**src/rtl/mem_wb_stage.sv**
```systemverilog
// MEM/WB pipeline register: selects and extends write-back data and counts captured instructions.
// Optional sub-word load extension is enabled by defining SUBWORD_LOAD_EN.
module mem_wb_stage (
   input  logic        clk,
   input  logic        rst,
   input  logic        mem_valid,
   input  logic        mem_rfwr,
   input  logic [4:0]  mem_a3,
   input  logic [1:0]  mem_wdsel,
   input  logic [31:0] mem_alu,
   input  logic [31:0] mem_rdata,
   input  logic [31:0] mem_pc,
   input  logic [2:0]  mem_dmtype,
   input  logic [1:0]  mem_byteoff,
   input  logic        stall,
   input  logic        flush,
   output logic        RFWr,
   output logic [4:0]  A3,
   output logic [31:0] WD,
   output logic        wb_valid,
   output logic [31:0] retired_cnt
);

   typedef enum logic [2:0] {
      DM_LW  = 3'b000,
      DM_LH  = 3'b001,
      DM_LHU = 3'b010,
      DM_LB  = 3'b011,
      DM_LBU = 3'b100
   } dmtype_e;

   typedef enum logic [1:0] {
      WD_ALU  = 2'b00,
      WD_LOAD = 2'b01,
      WD_PC4  = 2'b10
   } wdsel_e;

   logic [31:0] load_data;
   logic [31:0] wd_next;

`ifdef SUBWORD_LOAD_EN
   logic [7:0]  byte_sel;
   logic [15:0] half_sel;

   assign byte_sel = mem_rdata[8*mem_byteoff +: 8];
   // Halfword loads are aligned on bit 1 only; a set bit 0 is ignored.
   assign half_sel = mem_byteoff[1] ? mem_rdata[31:16] : mem_rdata[15:0];

   always_comb begin
      // NOTE: default first, so every path assigns load_data and no latch is inferred.
      load_data = mem_rdata;
      case (dmtype_e'(mem_dmtype))
         DM_LH:   load_data = {{16{half_sel[15]}}, half_sel};
         DM_LHU:  load_data = {16'h0000, half_sel};
         DM_LB:   load_data = {{24{byte_sel[7]}}, byte_sel};
         DM_LBU:  load_data = {24'h000000, byte_sel};
         default: load_data = mem_rdata;
      endcase
   end
`else
   logic unused_subword;

   assign unused_subword = ^{mem_dmtype, mem_byteoff};
   assign load_data      = mem_rdata;
`endif

   always_comb begin
      wd_next = mem_alu;
      case (wdsel_e'(mem_wdsel))
         WD_LOAD: wd_next = load_data;
         WD_PC4:  wd_next = mem_pc + 32'd4;
         default: wd_next = mem_alu;
      endcase
   end

   // Flush outranks stall; a flushed slot keeps A3/WD but can never write the register file.
   always_ff @(posedge clk) begin
      if (rst) begin
         // NOTE: sequential state uses non-blocking assignments so all registers update together.
         RFWr        <= 1'b0;
         A3          <= 5'd0;
         WD          <= 32'd0;
         wb_valid    <= 1'b0;
         retired_cnt <= 32'd0;
      end else if (flush) begin
         RFWr     <= 1'b0;
         wb_valid <= 1'b0;
      end else if (!stall) begin
         RFWr     <= mem_valid & mem_rfwr & (mem_a3 != 5'd0);
         A3       <= mem_a3;
         WD       <= wd_next;
         wb_valid <= mem_valid;
         if (mem_valid)
            retired_cnt <= retired_cnt + 32'd1;
      end
   end

endmodule

```
**config.mk**
```make
export PLATFORM = sky130hd
export DESIGN_NAME = mem_wb_stage
export DESIGN_NICKNAME = d
export VERILOG_FILES = /design/src/rtl/mem_wb_stage.sv
export SDC_FILE = /design/constraint.sdc
export NUM_CORES = 1
export LEC_CHECK = 0
export CAP_MARGIN = 5
export CORE_MARGIN = 3
export CORE_UTILIZATION = 57
export CTS_BUF_LIST = sky130_fd_sc_hd__clkbuf_8
export CTS_CLUSTER_DIAMETER = 50
export DETAILED_ROUTE_END_ITERATION = 10
export DONT_BUFFER_PORTS = 1
export HOLD_SLACK_MARGIN = 0.08
export PLACE_DENSITY = 0.73
export SKIP_LAST_GASP = 1
export SLEW_MARGIN = 10
export SYNTH_ARGS = -nofsm -noshare
export SYNTH_HDL_FRONTEND = slang
export SYNTH_SLANG_ARGS = --single-unit
export TNS_END_PERCENT = 5
```
**constraint.sdc**
```tcl
create_clock -name clk -period 3.1 [get_ports clk]
set_input_delay 0.62 -clock clk [delete_from_list [all_inputs] [get_ports clk]]
set_output_delay 0.62 -clock clk [all_outputs]
set_load 0.01 [all_outputs]
```
## Yosys cells after proc, flatten, opt, wreduce, memory -nomap -nowiden

Cells that the tools add are included.

| operators by class | value |
|---|---|
| add/subtract/negate cells | 2 |
| equality and inequality tests | 2 |
| muxes and demuxes | 1 |
| bitwise operators | 4 |
| reduce and logical (&&, ||, !) cells | 4 |

Operator list:

| operator | number |
|---|---|
| $pmux 32 s2 | 1 |
| $add 32x1->32 const B | 1 |
| $add 32x3->32 const B | 1 |
| $reduce_bool 5->1 | 1 |
| $reduce_and 3->1 | 1 |
| $and 1x1->1 | 2 |
| $eq 2x1->1 const B | 1 |
| $eq 2x2->1 const B | 1 |
| $not 1->1 | 2 |
| $reduce_and 2->1 | 1 |
| $reduce_or 2->1 | 1 |

| word-level totals | value |
|---|---|
| bits in registers | 71 |
| output and inout bits | 71 |

## Depth between registers and ports, before layout

| depth | value |
|---|---|
| depth after elaboration | 2 |
| depth in mapped cells | 9 |
| mapped depth without buffers | 7 |

## Worst setup path before layout

No wires, ideal clock.

| timing path | value |
|---|---|
| path kind | input to register |
| start point | input flush |
| end point | register retired_cnt[31] |
| setup time | 0.121 ns |
| arrival | 2.370 ns |
| data required time | 2.979 ns |
| setup slack | 0.609 ns |
| stages | 7 |
| path buffers | 2 |
| cell sequence | buf_2 -> nor3b_2 -> nand4_1 -> or4_1 -> clkbuf_1 -> nor4_1 -> mux2_2 |

| on the way | value |
|---|---|
| word-level cells in the longest chain between the ends | 2 |

Ends and longest elaborated chain:

| item | RTL line | text |
|---|---|---|
| start: declaration | 16 | `input logic flush,` |
| $not 1->1 (no line) | - |  |
| $reduce_and 3->1 (no line) | - |  |
| end signal: assignment | 94 | `retired_cnt <= retired_cnt + 32'd1;` |
| end: declaration | 21 | `output logic [31:0] retired_cnt` |

No other way between the ends.
A chain may end at the register's enable or synchronous reset.

## Worst setup path after layout

| timing path | value |
|---|---|
| start point | register retired_cnt[15] |
| end point | register retired_cnt[31] |

| on the way | value |
|---|---|
| word-level cells in the longest chain between the ends | 1 |

Ends and longest elaborated chain:

| item | RTL line |
|---|---|
| $add 32x1->32 | 94 |

No other way between the ends.

==> results.txt <==
The half-perimeter wire length of the detailed placement result is 8360 um. The most used flip-flop cell after synthesis is sky130_fd_sc_hd__dfxtp_1. The count of endpoints failing hold in the final timing report came out at 0. The detailed-route via count is 3833.

The total number of H-tree levels came out at 3. The worst hold slack after final layout came out at 340 ps. Clock tree synthesis selected as its root buffer the cell sky130_fd_sc_hd__clkbuf_8. The overall power is 1.92 mW. The count of warnings emitted by yosys is 0. Once the clock tree was built, the resizer swapped 0 gates to a different size.

The most common library cell in the layout ignoring fill and taps is sky130_fd_sc_hd__dfxtp_1. The initial antenna violation count is 0. At the placement stage, the worst setup path has a slack of 575 ps. The tightest slew margin relative to the limit came out at 0.491. The top-level I/O count came out at roughly 190. The clock period minus worst slack is 2520 ps. The number of hold buffers added after cts is 0. Derived from the worst setup path, the maximum achievable clock frequency is 397 MHz. The number of pins exceeding their max-slew limit in the final report was 0. The number of antenna repair diodes came out at 0. Along the worst path, the maximum fanout reaches 10.

The number of CTS-inserted buffers came out at 9. Each instance of the synthesized netlist takes up on average 7.85 um^2. Summed over all instances, the cell type with the most area after synthesis is sky130_fd_sc_hd__dfxtp_1. Clock skew on the completed layout was measured at ~4.7 ps. The die extent in y came out at about 90 um. Entering global routing, the biggest net connects 72 pins.

Across all register-to-register paths, the minimum setup slack is 580 ps. By area the synthesized netlist is led by sky130_fd_sc_hd__dfxtp_1, sky130_fd_sc_hd__xnor2_1, sky130_fd_sc_hd__o21ai_0. The clock transition at the registers of the reported paths is roughly 70 ps. The maximum buffer depth of the clock tree is 2. The number of port buffers came out at 0. The count of clock tree sinks came out at between 70 and 80.

In the layout the commonest cells are sky130_fd_sc_hd__dfxtp_1, sky130_fd_sc_hd__nand2_1, sky130_fd_sc_hd__o21ai_0, sky130_fd_sc_hd__nor2_1. The overall global routing resource usage came out at 0.278. The share of final-layout standard cells stronger than drive strength 1 came out at 0.0673. Counting flops and latches in the post-synthesis netlist gives 71. The initial utilization of the core area, before any placement, comes to 0.592. The core outline area is 6870 um^2.

The floorplan has 30 rows. The cell count after synthesis came out at 518. The worst-skew pair later-pin latency came out at about 340 ps.

Dividing the detail-routed wire length by the instance count gives 19.0 um. The path class of the tightest hold or removal check is in2reg. The synthesis-to-finish area growth is 6.09%.

The clock tree from TritonCTS is built. The via count of the first global-routing pass is 3661. Detailed routing placed a total of 1070 um of wire on met3. The count of nets left with antenna violations once routing finished came out at 0. The synthesized design contains 0 enable-type register cells. The utilization after layout is 0.628.

Post-CTS timing repair inserted 0 buffers for setup. The category of the worst setup path capture point is a register. The topmost layer with routed signal wires is met4. The netlist uses 56 different library cells.

The x dimension of the die came out at around 90 um. The die area is between 8000 and 9000 um^2. Summed over all layers, the global routing overflow is 0. The fraction of the yosys area taken by sequential cells is 0.350. The DRC marker count from the first detailed-route iteration is 218. The overall routed net length is 11400 um. The share of Yosys cell area claimed by the top area cell type is 0.350. The power density over the cells came out at 445 nW/um^2. The multi-input combinational cells in the finished layout cover a total of 2470 um^2. In the synthesized netlist the async set-or-reset flop fraction comes to 0.

The met2 wire length came out at 5590 um. The setup path with the least slack is of type reg2reg. The leakage power figure is 1.36 nW. The run finished with clean final reports. The synthesized net count is 636.

After layout, the worst setup slack is roughly 580 ps. The netlist area before placement is just over 4000 um^2. After filler insertion, the fill cell instance count of the layout stands at roughly 630. In the final timing run, aggregate negative setup slack is 0 ps.

The first-pass iteration count of the detailed router came out at 5. The maximum vdd ir drop is 0.204 mV. The share of the clock period used by the worst path after layout came out at 0.812. The register cell area after layout is 1420 um^2. After detailed routing, the number of remaining DRC violations is 0. The slew of the pin with the lowest slew margin is between 700 and 800 ps. The number of nets at the end of the flow came out at 620.

The routed via count divided by cell count is 6.38. The tool flagged a number of max-cap violations equal to 0. The total routed wire length on the met1 layer came out at 4600 um. The wire length of the first global-routing pass is roughly 19000 um. The worst setup path is launched from a register. The data arrival time of the critical path came out at 2750 ps. Data on the critical path is required at its endpoint by 3330 ps. The final RePlAce weighted congestion is between 0.8 and 0.9.

Setup repair after global routing left no endpoint under its margin. The number of setup violations in the final report came out at 0.
-- layer usage --
| layer | track usage | vias to the layer above |
|---|---|---|
| li1 | - | 1875 |
| met1 | 0.330 | 1785 |
| met2 | 0.467 | 157 |
| met3 | 0.108 | 16 |
| met4 | 0.0791 | 0 |
| met5 | 0 | - |
-- cell usage after synthesis, types with 15 or more instances --
| cell | number |
|---|---|
| sky130_fd_sc_hd__xor2_1 | 15 |
| sky130_fd_sc_hd__o21ai_0 | 43 |
| sky130_fd_sc_hd__xnor2_1 | 28 |
| sky130_fd_sc_hd__clkbuf_1 | 30 |
| sky130_fd_sc_hd__nand3_1 | 25 |
| sky130_fd_sc_hd__a21oi_1 | 28 |
| sky130_fd_sc_hd__nor2_1 | 36 |
| sky130_fd_sc_hd__o211ai_1 | 17 |
| sky130_fd_sc_hd__nor3_1 | 15 |
| sky130_fd_sc_hd__dfxtp_1 | 71 |
| sky130_fd_sc_hd__nand4_1 | 15 |
| sky130_fd_sc_hd__nand2_1 | 57 |
-- metrics by stage --
stage / cells / cell area (um^2)
floorplan: 518 / 4070
global placement: 587 / 4130
detailed placement: 587 / 4130
CTS: 601 / 4310
global route: 601 / 4310
finish: 601 / 4310
-- power by group --
group          leakage, nW  switching (mW)  internal (mW)
Sequential           0.578          0.0413          0.946
Clock               0.0940           0.352          0.382
Combinational        0.685           0.116         0.0840
Total                 1.36           0.509           1.41
-- kinds of logic after synthesis --
logic type | Yosys count | share of synthesized area
fa+ha+maj | 4 | 0.0123
buf+inv | 48 | 0.0449
flops | 71 | 0.350
mux | 5 | 0.0126
simple gates | 207 | 0.263
xor+xnor | 43 | 0.0926
compound gates | 140 | 0.225
-- worst paths after layout --
check,cells past startpoint,to,startpoint
min,1,retired_cnt[25],rst
max,5,retired_cnt[31],retired_cnt[15]
min reg2reg,2,WD[4],WD[4]
max reg2reg,5,retired_cnt[31],retired_cnt[15]
-- registers in the layout (all words and copies together) (netlist names) --
register and flops:
retired_cnt 32, RFWr 1, A3 5, WD 32, wb_valid 1
-- worst max-delay path, cell delays in order (launching register included) --
cell	delay [ps]
sky130_fd_sc_hd__dfxtp_1	490
sky130_fd_sc_hd__nand4_1	150
sky130_fd_sc_hd__or2_0	350
sky130_fd_sc_hd__or4_1	750
sky130_fd_sc_hd__nor4_1	290
sky130_fd_sc_hd__mux2_2	380
-- final cells by class --
type	instances	share of cell area
clock buffer	10	0.0319
clock inverter	4	0.0110
inverter	11	0.00957
multi-input combinational	399	0.573
sequential	71	0.330
tap	96	0.0279
timing repair buffer	10	0.0174
Note: power is estimated with default switching activity, not from simulation.
